### src/rtl/jk_mon_pkg.sv
// ---------------------------------------------------------------------------
// jk_mon_pkg
// Shared definitions for the JK consensus monitor and its voter.
//   mon_state_e : fault FSM state encoding (IDLE=0, MONITOR=1, SUSPECT=2, FAULT=3)
//   RUN_W       : width of the consecutive-mismatch run counter
// ---------------------------------------------------------------------------
package jk_mon_pkg;

   localparam int RUN_W = 4;

   typedef enum logic [1:0] {
      IDLE    = 2'd0,
      MONITOR = 2'd1,
      SUSPECT = 2'd2,
      FAULT   = 2'd3
   } mon_state_e;

endpackage : jk_mon_pkg

### src/rtl/jk_majority3.sv
// ---------------------------------------------------------------------------
// jk_majority3
// Combinational 2-of-3 voter with a disagreement flag. Kept as its own block
// so sibling checkers can reuse the same voter.
// Ports:
//   a, b, c   in  1  the three redundant bits
//   maj       out 1  majority of a, b, c
//   disagree  out 1  high when the three bits are not all equal
// ---------------------------------------------------------------------------
module jk_majority3 (
   input  logic a,
   input  logic b,
   input  logic c,
   output logic maj,
   output logic disagree
);

   assign maj      = (a & b) | (a & c) | (b & c);
   assign disagree = !((a == b) && (b == c));

endmodule : jk_majority3

### src/rtl/jk_consensus_monitor.sv
// ---------------------------------------------------------------------------
// jk_consensus_monitor
// Votes the Q outputs of three JK flip-flop implementations, flags any
// disagreement, counts mismatches and vote toggles, and runs a fault FSM
// whose FAULT state is sticky until clear_err.
// Optional feature macro: JK_MON_SOURCE_ID_EN adds err_src, the one-hot
// {sr,d,t} identity of the input that first disagreed with the majority.
// Ports:
//   clk           in   1      rising-edge clock
//   reset         in   1      asynchronous active-high reset
//   valid_in      in   1      sample q_sr/q_d/q_t on this edge
//   q_sr,q_d,q_t  in   1      the three redundant Q bits
//   clear_err     in   1      synchronous clear of alarm, counters and run length
//   q_vote        out  1      registered majority
//   mismatch      out  1      pulse: last sample disagreed
//   mismatch_cnt  out  CNT_W  saturating mismatch count
//   toggle_cnt    out  CNT_W  wrapping count of q_vote changes
//   state         out  2      FSM state
//   alarm         out  1      high iff state is FAULT
//   err_src       out  3      (JK_MON_SOURCE_ID_EN only) first disagreeing source
// ---------------------------------------------------------------------------
module jk_consensus_monitor
   import jk_mon_pkg::*;
#(
   parameter int CNT_W       = 8,
   parameter int FAIL_THRESH = 3
) (
   input  logic             clk,
   input  logic             reset,
   input  logic             valid_in,
   input  logic             q_sr,
   input  logic             q_d,
   input  logic             q_t,
   input  logic             clear_err,
   output logic             q_vote,
   output logic             mismatch,
   output logic [CNT_W-1:0] mismatch_cnt,
   output logic [CNT_W-1:0] toggle_cnt,
   output logic [1:0]       state,
   output logic             alarm
`ifdef JK_MON_SOURCE_ID_EN
   ,
   output logic [2:0]       err_src
`endif
);

   localparam logic [RUN_W-1:0] RUN_ONE_C = {{(RUN_W-1){1'b0}}, 1'b1};
   localparam logic [RUN_W-1:0] THRESH_C  = RUN_W'(FAIL_THRESH);
   localparam logic [CNT_W-1:0] CNT_ONE_C = {{(CNT_W-1){1'b0}}, 1'b1};

   logic             maj_s;
   logic             disagree_s;

   mon_state_e       state_r;
   mon_state_e       state_nxt_s;
   logic [RUN_W-1:0] run_r;
   logic [RUN_W-1:0] run_nxt_s;
   logic [RUN_W-1:0] run_inc_s;
   logic             q_vote_r;
   logic             q_vote_nxt_s;
   logic             mismatch_r;
   logic             mismatch_nxt_s;
   logic [CNT_W-1:0] mcnt_r;
   logic [CNT_W-1:0] mcnt_nxt_s;
   logic [CNT_W-1:0] tcnt_r;
   logic [CNT_W-1:0] tcnt_nxt_s;
   logic             alarm_r;

   jk_majority3 u_vote (
      .a        (q_sr),
      .b        (q_d),
      .c        (q_t),
      .maj      (maj_s),
      .disagree (disagree_s)
   );

   assign run_inc_s = run_r + RUN_ONE_C;

   // Next-state logic for the FSM, run length, vote and both counters.
   always_comb begin
      state_nxt_s    = state_r;
      run_nxt_s      = run_r;
      q_vote_nxt_s   = q_vote_r;
      mismatch_nxt_s = 1'b0;
      mcnt_nxt_s     = mcnt_r;
      tcnt_nxt_s     = tcnt_r;

      if (clear_err) begin
         // The sample on this edge is dropped; only a never-sampled monitor stays in IDLE.
         mcnt_nxt_s = '0;
         tcnt_nxt_s = '0;
         run_nxt_s  = '0;
         if (state_r == IDLE) begin
            state_nxt_s = IDLE;
         end else begin
            state_nxt_s = MONITOR;
         end
      end else if (valid_in) begin
         q_vote_nxt_s   = maj_s;
         mismatch_nxt_s = disagree_s;

         // The first sample out of IDLE only loads the vote; it is not a toggle.
         if ((state_r != IDLE) && (maj_s != q_vote_r)) begin
            tcnt_nxt_s = tcnt_r + CNT_ONE_C;
         end else begin
            tcnt_nxt_s = tcnt_r;
         end

         if (disagree_s && (mcnt_r != {CNT_W{1'b1}})) begin
            mcnt_nxt_s = mcnt_r + CNT_ONE_C;
         end else begin
            mcnt_nxt_s = mcnt_r;
         end

         case (state_r)
            IDLE, MONITOR: begin
               if (disagree_s) begin
                  run_nxt_s   = RUN_ONE_C;
                  state_nxt_s = (THRESH_C == RUN_ONE_C) ? FAULT : SUSPECT;
               end else begin
                  run_nxt_s   = '0;
                  state_nxt_s = MONITOR;
               end
            end
            SUSPECT: begin
               if (disagree_s) begin
                  run_nxt_s   = run_inc_s;
                  state_nxt_s = (run_inc_s == THRESH_C) ? FAULT : SUSPECT;
               end else begin
                  run_nxt_s   = '0;
                  state_nxt_s = MONITOR;
               end
            end
            FAULT: begin
               state_nxt_s = FAULT;
            end
            default: begin
               run_nxt_s   = '0;
               state_nxt_s = IDLE;
            end
         endcase
      end else begin
         state_nxt_s = state_r;
      end
   end

   // State and output registers.
   always_ff @(posedge clk or posedge reset) begin
      if (reset) begin
         state_r    <= IDLE;
         run_r      <= '0;
         q_vote_r   <= 1'b0;
         mismatch_r <= 1'b0;
         mcnt_r     <= '0;
         tcnt_r     <= '0;
         alarm_r    <= 1'b0;
      end else begin
         state_r    <= state_nxt_s;
         run_r      <= run_nxt_s;
         q_vote_r   <= q_vote_nxt_s;
         mismatch_r <= mismatch_nxt_s;
         mcnt_r     <= mcnt_nxt_s;
         tcnt_r     <= tcnt_nxt_s;
         alarm_r    <= (state_nxt_s == FAULT);
      end
   end

   assign q_vote       = q_vote_r;
   assign mismatch     = mismatch_r;
   assign mismatch_cnt = mcnt_r;
   assign toggle_cnt   = tcnt_r;
   assign state        = state_r;
   assign alarm        = alarm_r;

`ifdef JK_MON_SOURCE_ID_EN
   logic [2:0] err_src_r;
   logic [2:0] err_src_nxt_s;

   // Latch the first disagreeing source; a nonzero value means already captured,
   // since any disagreement yields exactly one bit differing from the majority.
   always_comb begin
      err_src_nxt_s = err_src_r;
      if (clear_err) begin
         err_src_nxt_s = 3'b000;
      end else if (valid_in && disagree_s && (err_src_r == 3'b000)) begin
         err_src_nxt_s = {q_sr ^ maj_s, q_d ^ maj_s, q_t ^ maj_s};
      end else begin
         err_src_nxt_s = err_src_r;
      end
   end

   // Source-identity register.
   always_ff @(posedge clk or posedge reset) begin
      if (reset) begin
         err_src_r <= 3'b000;
      end else begin
         err_src_r <= err_src_nxt_s;
      end
   end

   assign err_src = err_src_r;
`endif

endmodule : jk_consensus_monitor

### config.mk
export PLATFORM = sky130hd
export DESIGN_NAME = jk_consensus_monitor
export DESIGN_NICKNAME = d
export VERILOG_FILES = /design/src/rtl/jk_mon_pkg.sv /design/src/rtl/jk_majority3.sv /design/src/rtl/jk_consensus_monitor.sv
export SDC_FILE = /design/constraint.sdc
export NUM_CORES = 1
export LEC_CHECK = 0
export BUFFER_PORTS_ARGS = -buffer_cell sky130_fd_sc_hd__buf_4
export CAP_MARGIN = 5
export CORE_ASPECT_RATIO = 1.2
export CORE_MARGIN = 2
export CORE_UTILIZATION = 25
export CTS_CLUSTER_SIZE = 14
export DETAILED_ROUTE_END_ITERATION = 10
export PLACE_DENSITY = 0.51
export SKIP_CTS_REPAIR_TIMING = 1
export SLEW_MARGIN = 20
export SYNTH_ARGS = -nofsm -noshare
export SYNTH_HDL_FRONTEND = slang
export SYNTH_SLANG_ARGS = --single-unit
### constraint.sdc
create_clock -name clk -period 2.3 [get_ports clk]
set_input_delay 0.115 -clock clk [delete_from_list [all_inputs] [get_ports clk]]
set_output_delay 0.115 -clock clk [all_outputs]
set_load 0.05 [all_outputs]
* Yosys cells after proc, flatten, opt, wreduce, memory -nomap -nowiden
Index checks and enable logic that the tools add are counted.
** Word-level totals
- Logic and storage cells :: 60
- Register bits :: 25
- Output and inout port bits :: 21
- Input port bits :: 7
** Cells by class
- Reduce and logical (&&, ||, !) cells :: 15
- Add/sub/neg operators :: 3
- Eq/ne operators :: 9
- Multiplexer cells :: 20
- Bitwise gates (word level) :: 6
** Operators with widths (count)
- 2-to-1 mux 8 bit :: 6
- adder 8 x 1 -> 8 bit (second input constant) :: 2
- 2-to-1 mux 4 bit :: 3
- 2-to-1 mux 2 bit :: 4
- != test 8 bit (second input constant) :: 1
- case mux 4 bit (2 select lines) :: 1
- AND reduction 2 bit :: 4
- nonzero test 2 bit :: 4
- equality test 2 bit (second input constant) :: 3
- case mux 2 bit (3 select lines) :: 1
- 2-to-1 mux 1 bit :: 5
- adder 4 x 1 -> 4 bit (second input constant) :: 1
- equality test 4 x 2 -> 1 bit (second input constant) :: 1
- AND 1 bit :: 3
- logical AND 1 bit :: 3
- nonzero test 3 bit :: 1
- equality test 1 bit :: 2
- equality test 2 x 1 -> 1 bit (second input constant) :: 1
- zero test 2 bit :: 1
- OR 1 bit :: 2
- OR reduction 2 bit :: 1
- zero test 1 bit :: 1
- != test 1 bit :: 1
- inverter 1 bit :: 1

* Depth between registers and ports, before layout
Gate-level depths: netlist of the first run.
- Depth in word-level cells :: 8
- Mapped depth :: 6
- Mapped depth without buffers :: 6

* Hierarchy
Synthesis of the first run repeated with hierarchy kept, for this count alone.
** Second synthesis, totals
- Cell total of the unflattened synthesis :: 147
- Area total of the unflattened synthesis :: 1423.9 um2
** By module, submodules not included
- jk_consensus_monitor :: seq. area each 625.6 um2, area each 1383.8 um2, times used 1, cells an instance 143
- jk_majority3 :: seq. area each 0.0 um2, area each 40.0 um2, times used 1, cells an instance 4

* Worst setup path after synthesis of the first run
No wires, ideal clock.
- Path kind :: flip-flop to flip-flop
- Start point :: reg tcnt_r[0] (netlist: toggle_cnt[0])
- End point :: reg tcnt_r[6] (netlist: toggle_cnt[6])
- Required time :: 2222 ps
- Setup time :: 78 ps
- Stages on the path, launching flop included :: 5
- Path buffers :: 0
- Period minus slack after synthesis :: 1701 ps
- Slack :: 599 ps
- Arrival :: 1623 ps
- Cell sequence :: dfrtp_1 -> ha_1 -> inv_1 -> or4_1 -> a21oi_1
** Between the ends
- Longest elaborated chain between the ends :: 4
** Ends and longest elaborated chain
- start, declared :: RTL line jk_consensus_monitor.sv:65 : logic [CNT_W-1:0] tcnt_r;
- start signal, assigned :: RTL line jk_consensus_monitor.sv:163 : tcnt_r <= tcnt_nxt_s;
- adder 8 x 1 -> 8 bit :: RTL line jk_consensus_monitor.sv:104 : tcnt_nxt_s = tcnt_r + CNT_ONE_C;
- 2-to-1 mux 8 bit :: RTL line jk_consensus_monitor.sv:103 : if ((state_r != IDLE) && (maj_s != q_vote_r)) begin
- 2-to-1 mux 8 bit :: RTL line jk_consensus_monitor.sv:98 : end else if (valid_in) begin
- 2-to-1 mux 8 bit :: RTL line jk_consensus_monitor.sv:88 : if (clear_err) begin
No other way between the ends. The select of a mux whose other input is x is not followed.
A chain may end at the register's enable or synchronous reset.

* Worst setup path in the final report of the first run
- Start point :: reg mcnt_r[0] (netlist: mismatch_cnt[0])
- End point :: reg mcnt_r[5] (netlist: mismatch_cnt[5])
** Between the ends
- Longest elaborated chain between the ends :: 4
- Elaborated cells on any way between the ends :: 8
- Classes of those cells :: 1 x add/sub; 1 x eq/ne; 3 x mux; 3 x reduce/logical
** Ends and longest elaborated chain
- start, declared :: RTL line jk_consensus_monitor.sv:63 : logic [CNT_W-1:0] mcnt_r;
- start signal, assigned :: RTL line jk_consensus_monitor.sv:162 : mcnt_r <= mcnt_nxt_s;
- adder 8 x 1 -> 8 bit or != test 8 bit (tied branches) :: RTL line jk_consensus_monitor.sv:110, jk_consensus_monitor.sv:109
- 2-to-1 mux 8 bit or logical AND 1 bit (tied branches) :: RTL line jk_consensus_monitor.sv:109 : if (disagree_s && (mcnt_r != {CNT_W{1'b1}})) begin
- 2-to-1 mux 8 bit or nonzero test 2 bit (tied branches)
- 2-to-1 mux 8 bit or AND reduction 2 bit (tied branches)
Parallel ways exist; a longest one is shown, timed or not. The select of a mux whose other input is x is not followed.

==> impl_metrics.py, run 1 <==
metrics = {
    "critical_path": {
        "critPathMaxStageDelay_ps": 430,
        "path_delay_family": "simple AND/OR/NAND/NOR gates",
        "critPathRequiredTime_ps": 2500,
        "end_kind": "flip-flop",
        "r2r_cells": 5,
        "slowest_stage": "dfrtp_1",
        "worstSetupPathType": "flip-flop to flip-flop",
        "worst-path-buf-inv": 0,
        "r2r-start": "mismatch_cnt[0]",
        "reg2reg_to": "mismatch_cnt[5]",
        "worstSetupStartpointType": "flip-flop",
        "critPathMaxFanout": 4,
        "cp_cell_sequence": "ha_1 -> nand2_1 -> o211ai_1 -> or3_1 -> a21oi_1",
        "r2r_slack_ps": 800,
        "arrival_ps": 1700,
    },
    "cts": {
        "cts_buffers": 3,
        "clk_path_buf_depth": 2,
        "cts_root_buf": "clkbuf_8",
        "clock_latency_ps": 270,
        "cts_max_level": 1,
        "path_clk_slew_ps": 90,
        "clkSinkCount": 25,
        "cts_tree": "built",
    },
    "sta": {
        "rsz0062_at_grt": "false",
        "drv_slew": 0,
        "period_share_pct": 65.1,
        "min_period_ps": 1500,
        "relSlewSlack_pct": 60.1,
        "fmax_ghz": 0.668,
        "fin_tns_setup_ps": 0,
        "finClkSkew_ps": 3.56,
        "setup_viol": 0,
        "worst_slew_pin_slew_ps": 598,
        "finalHoldViolations": 0,
    },
    "yosys": {
        "yosysTopAreaCell": "dfrtp_1",
        "synth_seq_cells": 25,
        "synth_seq_area_share_pct": 45.6,
        "syn_avg_cell_area_sq_um": 9.80,
        "synth_warnings": 0,
        "async_reset_ff_share_pct": 100,
        "synthFlopType": "dfrtp_1",
        "netlist_area_sq_um": 1370,
        "synth_edf_count": 0,
        "synth.distinct_cells": 34,
        "synthDominantCellAreaShare_pct": 45.6,
        "syn_inst": 140,
        "synth_area_leaders": "dfrtp_1 (46%), ha_1 (5.5%), a21oi_1 (4.4%)",
        "synth_nets": 153,
    },
    "final_layout": {
        "area_delta_synth_final_pct": 22.3,
        "nets": 182,
        "drive_above_1_share_pct": 20.8,
        "n_fill_cell": 557,
        "antenna_cells": 0,
    },
    "power": {
        "p_total_uw": 947,
        "power.density_nw_per_um2": 565,
        "ir_worst_vdd_v": 0.000207,
        "p_leak_uw": 0.000732,
    },
    "routing": {
        "post-route-drc-count": 0,
        "avgRoutedWirePerCell_microns": 13.5,
        "vias_per_cell": 4.89,
        "firstDrtPassIters": 4,
        "antenna_left": 0,
        "vias": 1124,
        "drt_iter0_drc": 68,
        "drt_wl_total_mm": 3.11,
    },
    "grt": {
        "grt_start_max_net_pins": 26,
        "overflow": 0,
        "grt_pass1_vias": 1103,
        "antenna_found_initial": 0,
        "grt_first_pass_wirelength_mm": 5.30,
        "grtUsageTotal_pct": 10.8,
    },
    "floorplanning": {
        "rows": 29,
        "start_util_pct": 25.9,
        "core_region_area_sq_um": 5300,
        "ios": 28,
        "dieArea_sq_um": 6100,
        "die_height_microns": 85.1,
        "die_w_microns": 71.6,
    },
    "placement": {
        "routabilityCongestion": 0.747,
        "port-buffer-count": 27,
        "hpwlAfterDp_mm": 2.20,
    },
    "min_path": {
        "hold_class": "input port to flip-flop",
        "hp-start": "clear_err",
        "whs_endpoint": "toggle_cnt[5]",
        "hold_depth": 2,
    },
    "run_status": {
        "status": "complete, no violations",
    },
    "run": {
        "cap_violations": 0,
    },
}
[cells in the final DEF, fill, tap and decap left out]
master,n
buf_4,28
dfrtp_1,25
o21ai_0,12
a21oi_1,12
nor2_1,10
nand2_1,10
or4_1,7
nand3_1,6
o31ai_1,6
ha_1,6
xor2_1,5
o211ai_1,4
inv_1,4
nand4_1,3
a211oi_1,3
nand2b_1,3
clkbuf_8,3
o21a_1,2
and3_1,2
xnor2_1,2
or3_1,2
mux2i_1,1
and4_1,1
a211oi_2,1
xor2_2,1
o2111ai_1,1
nor2b_1,1
a22o_1,1
nor4_1,1
o21ai_2,1
nor3b_1,1
o21ba_2,1
clkbuf_1,1
dlygate4sd3_1,1
[power by group]
group	switching, uW	leakage [uW]	internal, uW	total (uW)
Combinational	135	0.000368	60.1	196
Sequential	28.1	0.000341	457	485
Clock	143	0.0000228	124	267
Total	306	0.000732	641	947
[cell type report]
class | instances | area [sq um] | share of cell area (%)
multi-input cells | 106 | 693 | 41.3
flip-flops and latches | 25 | 626 | 37.3
repair buffers | 29 | 220 | 13.1
well taps | 62 | 77.6 | 4.63
clock buffers | 4 | 45.0 | 2.69
inverters | 4 | 15.0 | 0.896
[worst max-delay path by stage]
stage                     from         endpoint  cells after the start
3_5_place_dp              q_sr    toggle_cnt[5]                      6
4_1_cts        mismatch_cnt[0]  mismatch_cnt[5]                      5
2_1_floorplan    toggle_cnt[0]    toggle_cnt[6]                      4
6_report       mismatch_cnt[0]  mismatch_cnt[5]                      5
5_1_grt        mismatch_cnt[0]  mismatch_cnt[4]                      5
3_3_place_gp              q_sr    toggle_cnt[4]                      6
[per-layer routing]
| metal | share of wire, % | global-route usage (%) | vias up | wire, microns |
|---|---|---|---|---|
| met5 | 0 | 0 | - | 0 |
| met4 | 1.6 | 4.63 | 0 | 51 |
| met3 | 3.7 | 2.02 | 4 | 114 |
| met2 | 47 | 17.3 | 22 | 1460 |
| met1 | 48 | 14.1 | 520 | 1490 |
| li1 | - | - | 578 | - |
[cell usage after synthesis, types with 2 or more instances]
cell / count
o21a_1: 2
o211ai_1: 4
nand2b_1: 3
nor2_1: 10
o21ai_0: 12
or3_1: 2
buf_6: 2
a21oi_1: 12
nand4_1: 3
nand2_1: 10
and3_1: 2
dfrtp_1: 25
inv_1: 4
a211oi_1: 3
o31ai_1: 6
xor2_1: 5
nand3_1: 6
xnor2_1: 2
ha_1: 6
or4_1: 7
[registers in the layout (all words and copies together) (netlist names)]
name and flops:
alarm 1, q_vote 1, run_r 4, state 2, mismatch 1, toggle_cnt 8, mismatch_cnt 8
[logic make-up after synthesis]
family / synth area share, %
xor+xnor: 5.66
mux: 0.730
compound gates: 20.5
flops: 45.6
fa+ha+maj: 5.47
buf+inv: 3.83
simple gates: 18.2
[per-stage QoR]
stage / hold slack, ps / cells / area, sq um / util (%) / setup slack [ps]
after CTS: -95.1 / 229 / 1670 / 31.5 / 801
after global routing: 198 / 230 / 1680 / 31.6 / 640
after floorplan: 142 / 140 / 1370 / - / 599
final: 191 / 230 / 1680 / 31.6 / 803
after global placement: 207 / 225 / 1620 / 30.6 / 587
after detailed placement: 206 / 225 / 1620 / 30.6 / 530
(Power assumes the default switching activity.)
==> run 2: changes to the inputs <==
--- a/config.mk
+++ b/config.mk
@@ -5,6 +5,7 @@
 export SDC_FILE = /design/constraint.sdc
 export NUM_CORES = 1
 export LEC_CHECK = 0
+export ABC_AREA = 1
 export BUFFER_PORTS_ARGS = -buffer_cell sky130_fd_sc_hd__buf_4
 export CAP_MARGIN = 5
 export CORE_ASPECT_RATIO = 1.2
@@ -12,7 +13,7 @@
 export CORE_UTILIZATION = 25
 export CTS_CLUSTER_SIZE = 14
 export DETAILED_ROUTE_END_ITERATION = 10
-export PLACE_DENSITY = 0.51
+export PLACE_DENSITY = 0.5
 export SKIP_CTS_REPAIR_TIMING = 1
 export SLEW_MARGIN = 20
 export SYNTH_ARGS = -nofsm -noshare
==> constraint.sdc (replaced) <==
create_clock -name clk -period 1.4 [get_ports clk]
set_input_delay 0.07 -clock clk [delete_from_list [all_inputs] [get_ports clk]]
set_output_delay 0.07 -clock clk [all_outputs]
set_load 0.05 [all_outputs]
==> run 2 against run 1 <==
Against the previous run: combinational power increased by 83%; wire length grew 20%; critical path depth is 2 higher; global-route usage increased by 0.50 points; maximum frequency up 9.0%; final area increased by 18%; critical path type unchanged.
==> impl_metrics.py, run 2 <==
metrics = {
    "yosys": {
        "synthXorXnorAreaFrac_pct": 3.36,
        "synthMuxAreaShare_pct": 0,
        "synthAdderAreaFrac_pct": 4.80,
        "yosysTopAreaCell": "dfrtp_1",
        "synth_seq_area_share_pct": 40.0,
        "syn_avg_cell_area_sq_um": 7.34,
        "synth_area_leaders": "dfrtp_1 (40%), nand2_1 (17%), nand3_1 (8.3%)",
        "synth_top_family_by_area": "simple AND/OR/NAND/NOR gates",
        "synth_compound_area_share_pct": 5.76,
        "synth_nets": 226,
        "synthDominantCellAreaShare_pct": 40.0,
        "synth_edf_count": 0,
        "synth_simple_gate_area_share_pct": 38.9,
        "synth_seq_cells": 25,
        "synth.distinct_cells": 27,
        "syn_inst": 213,
        "async_reset_ff_share_pct": 100,
        "netlist_area_sq_um": 1560,
        "synth_common_cells": "nand2_1 (71), nand3_1 (26), dfrtp_1 (25)",
        "yosysMostFrequentCell": "nand2_1",
        "synth_warnings": 0,
        "synthFlopType": "dfrtp_1",
    },
    "placement": {
        "routabilityCongestion": 0.787,
        "port-buffer-count": 27,
        "hpwlAfterDp_mm": 2.76,
        "post_dp_cell_area_sq_um": 1890,
        "dp_cells": 321,
    },
    "power": {
        "power.density_nw_per_um2": 816,
        "p_total_uw": 1610,
        "ir_worst_vdd_v": 0.000372,
        "p_leak_uw": 0.000969,
    },
    "cts": {
        "cts_max_level": 1,
        "cts_tree": "built",
        "path_clk_slew_ps": 100,
        "clk_path_buf_depth": 2,
        "clock_latency_ps": 280,
        "cts_buffers": 3,
        "clkSinkCount": 25,
        "cts_root_buf": "clkbuf_8",
    },
    "grt": {
        "grt_first_pass_wirelength_mm": 6.49,
        "grtUsageTotal_pct": 11.3,
        "antenna_found_initial": 0,
        "overflow": 0,
        "grt_start_max_net_pins": 26,
        "grt_pass1_vias": 1397,
    },
    "floorplanning": {
        "dieArea_sq_um": 6900,
        "core_region_area_sq_um": 6050,
        "start_util_pct": 25.8,
        "ios": 28,
        "die_height_microns": 90.6,
        "die_w_microns": 76.2,
        "rows": 31,
    },
    "final_layout": {
        "drive_above_1_share_pct": 24.0,
        "nets": 260,
        "postLayoutCellArea_sq_um": 1970,
        "instances_no_fill": 328,
        "antenna_cells": 0,
        "n_fill_cell": 689,
        "layout_commonest_cell": "nand2_1",
        "area_delta_synth_final_pct": 26.2,
        "final_cell_mix": "nand2_1 (71), buf_4 (31), nand3_1 (26)",
        "fin_util_pct": 32.6,
    },
    "critical_path": {
        "worstSetupPathType": "flip-flop to flip-flop",
        "startpoint": "mismatch_cnt[1]",
        "worstSetupStartpointType": "flip-flop",
        "arrival_ps": 1540,
        "end_kind": "flip-flop",
        "critPathMaxFanout": 8,
        "critPathRequiredTime_ps": 1570,
        "endpoint": "mismatch_cnt[6]",
        "r2r_slack_ps": 30,
        "r2r_cells": 7,
        "r2r-start": "mismatch_cnt[1]",
        "reg2reg_to": "mismatch_cnt[6]",
    },
    "min_path": {
        "hold_class": "input port to flip-flop",
    },
    "routing": {
        "vias": 1442,
        "post-route-drc-count": 0,
        "drt_wl_total_mm": 3.75,
        "drt_iter0_drc": 25,
        "vias_per_cell": 4.40,
        "antenna_left": 0,
        "avgRoutedWirePerCell_microns": 11.4,
        "firstDrtPassIters": 5,
    },
    "run_status": {
        "status": "complete, no violations",
    },
    "sta": {
        "min_period_ps": 1370,
        "setup_viol": 0,
        "finalHoldViolations": 0,
        "worst_slew_pin_slew_ps": 367,
        "period_share_pct": 98.1,
        "fmax_ghz": 0.728,
        "relSlewSlack_pct": 75.4,
        "drv_slew": 0,
        "fin_tns_setup_ps": 0,
        "rsz0062_at_grt": "true",
        "finClkSkew_ps": 10.6,
    },
    "run": {
        "cap_violations": 0,
    },
}
-- run 2: cell types whose count changed after synthesis, sizes merged, moves of 5 or more --
cell   change
nand2     +62
inv       +21
nand3     +21
nor2      +17
a21oi      -9
or4        -7
o31ai      -6
o21ai      -5
-- run 2: logic make-up (layout without fill, tap and decap cells) --
| logic type | after synthesis | count (layout) |
|---|---|---|
| AND/OR/NAND/NOR | 134 | 134 |
| buffers and inverters | 28 | 61 |
| flip-flops | 25 | 25 |
| AO/OA/AOI/OAI | 14 | 14 |
| adder cells (fa/ha/maj) | 6 | 6 |
| XOR/XNOR | 6 | 6 |
-- run 2: worst min-delay path by stage --
stage / depth (start not counted) / to / start / slack, ps
4_1_cts: 3 / toggle_cnt[5] / reset / -150
3_3_place_gp: 3 / toggle_cnt[5] / reset / 170
2_1_floorplan: 1 / alarm / reset / 100
3_5_place_dp: 3 / toggle_cnt[5] / reset / 170
5_1_grt: 3 / run_r[3] / valid_in / 90
6_report: 3 / run_r[3] / valid_in / 90
-- run 2: per-stage QoR --
step	hold WS (ps)	worst slack [ps]
after floorplan	96.8	6.06
after global placement	165	70.9
after detailed placement	167	42.3
after CTS	-148	31.3
after global routing	92.5	-47.4
final	94.7	27.0
-- run 2: cell type report --
type,count,area (sq um),area share (%)
Clock buffer,3,41.3,2.09
Clock inverter,1,7.51,0.381
Sequential cell,25,636,32.2
Timing Repair Buffer,32,243,12.3
Inverter,25,96.3,4.89
Multi-Input combinational cell,160,846,42.9
Tap cell,82,103,5.20
-- run 2: worst max-delay path, stage by stage, from the launching register on --
cell and delay, ps:
dfrtp_2 460, ha_4 190, inv_4 60, nor2_4 40
a21oi_4 290, nor2_8 100, nand2_1 70, nand2_1 40
-- run 2: routing by layer --
layer	part of all wire, %	up-vias	GRT usage [%]
met1	46	677	13.8
met4	0.64	0	3.64
met3	2.6	2	2.20
li1	-	746	-
met2	51	17	19.9
met5	0	-	0
-- run 2: report_power, final --
group | leakage, uW | total, uW | switching (uW) | internal, uW
Combinational | 0.000622 | 358 | 249 | 109
Clock | 0.0000217 | 459 | 257 | 202
Sequential | 0.000326 | 792 | 39.2 | 752
Total | 0.000969 | 1610 | 545 | 1060
==> run 3: changes to the inputs <==
==> constraint.sdc (replaced) <==
create_clock -name clk -period 1.5 [get_ports clk]
set_input_delay 0.075 -clock clk [delete_from_list [all_inputs] [get_ports clk]]
set_output_delay 0.075 -clock clk [all_outputs]
set_load 0.05 [all_outputs]
==> run 3 against run 2 <==
Against the previous run: clock skew decreased by 5.2 ps; register-to-register slack improved by 120 ps; flip-flop and latch count did not move; final area is 1.4% lower; utilization down 0.45 points; highest routed layer unchanged; clock-buffer cell count unchanged; final cell count did not move.
==> impl_metrics.py, run 3 (synthesis results as in run 2) <==
metrics = {
    "run_status": {
        "status": "complete, no violations",
    },
    "routing": {
        "vias_per_cell": 4.29,
        "firstDrtPassIters": 4,
        "drt_iter0_drc": 45,
        "post-route-drc-count": 0,
        "avgRoutedWirePerCell_microns": 10.9,
        "antenna_left": 0,
        "vias": 1406,
        "drt_wl_total_mm": 3.58,
    },
    "critical_path": {
        "arrival_ps": 1530,
        "worstSetupPathType": "flip-flop to flip-flop",
        "worstSetupStartpointType": "flip-flop",
        "end_kind": "flip-flop",
        "critPathRequiredTime_ps": 1670,
        "critPathMaxFanout": 8,
    },
    "floorplanning": {
        "die_height_microns": 90.6,
        "core_region_area_sq_um": 6050,
        "start_util_pct": 25.8,
        "ios": 28,
        "dieArea_sq_um": 6900,
        "die_w_microns": 76.2,
        "rows": 31,
    },
    "min_path": {
        "hold_class": "input port to flip-flop",
    },
    "cts": {
        "cts_root_buf": "clkbuf_8",
        "clkSinkCount": 25,
        "path_clk_slew_ps": 100,
        "cts_tree": "built",
        "cts_max_level": 1,
        "clk_path_buf_depth": 2,
        "cts_buffers": 3,
        "clock_latency_ps": 270,
    },
    "placement": {
        "routabilityCongestion": 0.754,
        "port-buffer-count": 27,
        "hpwlAfterDp_mm": 2.65,
    },
    "final_layout": {
        "area_delta_synth_final_pct": 24.4,
        "n_fill_cell": 677,
        "drive_above_1_share_pct": 20.7,
        "antenna_cells": 0,
        "final_cell_mix": "nand2_1 (71), buf_4 (31), nand3_1 (26)",
        "layout_commonest_cell": "nand2_1",
        "multiInputGateArea_sq_um": 828,
        "fin_util_pct": 32.1,
        "nets": 260,
        "ff_latch_area_sq_um": 628,
    },
    "grt": {
        "overflow": 0,
        "grt_start_max_net_pins": 26,
        "grt_first_pass_wirelength_mm": 6.22,
        "antenna_found_initial": 0,
        "grtUsageTotal_pct": 10.9,
        "grt_pass1_vias": 1336,
    },
    "sta": {
        "setup_viol": 0,
        "period_share_pct": 90.5,
        "fmax_ghz": 0.737,
        "min_period_ps": 1360,
        "finClkSkew_ps": 5.46,
        "drv_slew": 0,
        "fin_tns_setup_ps": 0,
        "rsz0062_at_grt": "false",
        "finalHoldViolations": 0,
        "relSlewSlack_pct": 74.8,
        "worst_slew_pin_slew_ps": 375,
    },
    "run": {
        "cap_violations": 0,
    },
    "power": {
        "p_leak_uw": 0.000978,
        "power.density_nw_per_um2": 771,
        "ir_worst_vdd_v": 0.000310,
    },
}
run 3: where the power goes:
part | internal (uW) | total [uW] | switching [uW]
logic | 99.7 | 333 | 233
registers | 701 | 733 | 31.6
clock network | 189 | 433 | 244
run 3: worst paths after layout:
kind | start | endpoint | slack (ps) | cells past startpoint
max in group asynchronous | reset | mismatch_cnt[1] | 830 | 4
worst max register to register | mismatch_cnt[1] | mismatch_cnt[6] | 140 | 7
min in group asynchronous | reset | run_r[3] | 400 | 4
worst min register to register | mismatch_cnt[1] | mismatch_cnt[1] | 540 | 2
worst max-delay path | mismatch_cnt[1] | mismatch_cnt[6] | 140 | 7
worst min-delay path | valid_in | run_r[3] | 100 | 3
run 3: cell type report:
class                   instances  area share [%]
clock inverters                 1           0.386
flip-flops and latches         25            32.3
well taps                      82            5.28
multi-input cells             160            42.6
clock buffers                   3            2.12
repair buffers                 32            12.5
inverters                      25            4.83
run 3: per-stage QoR:
stage / hold WS (ps) / instance area [sq um] / setup slack [ps] / instances / power [uW]
after floorplan: 102 / 1570 / 1.92 / 213 / 975
after global routing: 110 / 1940 / 51.5 / 328 / 1560
final: 105 / 1940 / 143 / 328 / 1500
after detailed placement: 163 / 1880 / 110 / 323 / 1080
after global placement: 163 / 1880 / 135 / 323 / 1080
after CTS: -142 / 1930 / 88.8 / 327 / 1500
run 3: critical path: stages (launching register included):
cell	delay, ps
dfrtp_2	440
ha_2	200
inv_1	70
nor2_1	60
a21oi_4	280
nor2_8	80
nand2_1	60
nand2_1	50
run 3: metal layers:
metal  wire, microns  GRT usage (%)  vias to the layer above
li1                -              -                      745
met1            1710           14.2                      641
met2            1740           18.6                       18
met3             101           1.80                        2
met4              27           3.18                        0
met5               0              0                        -
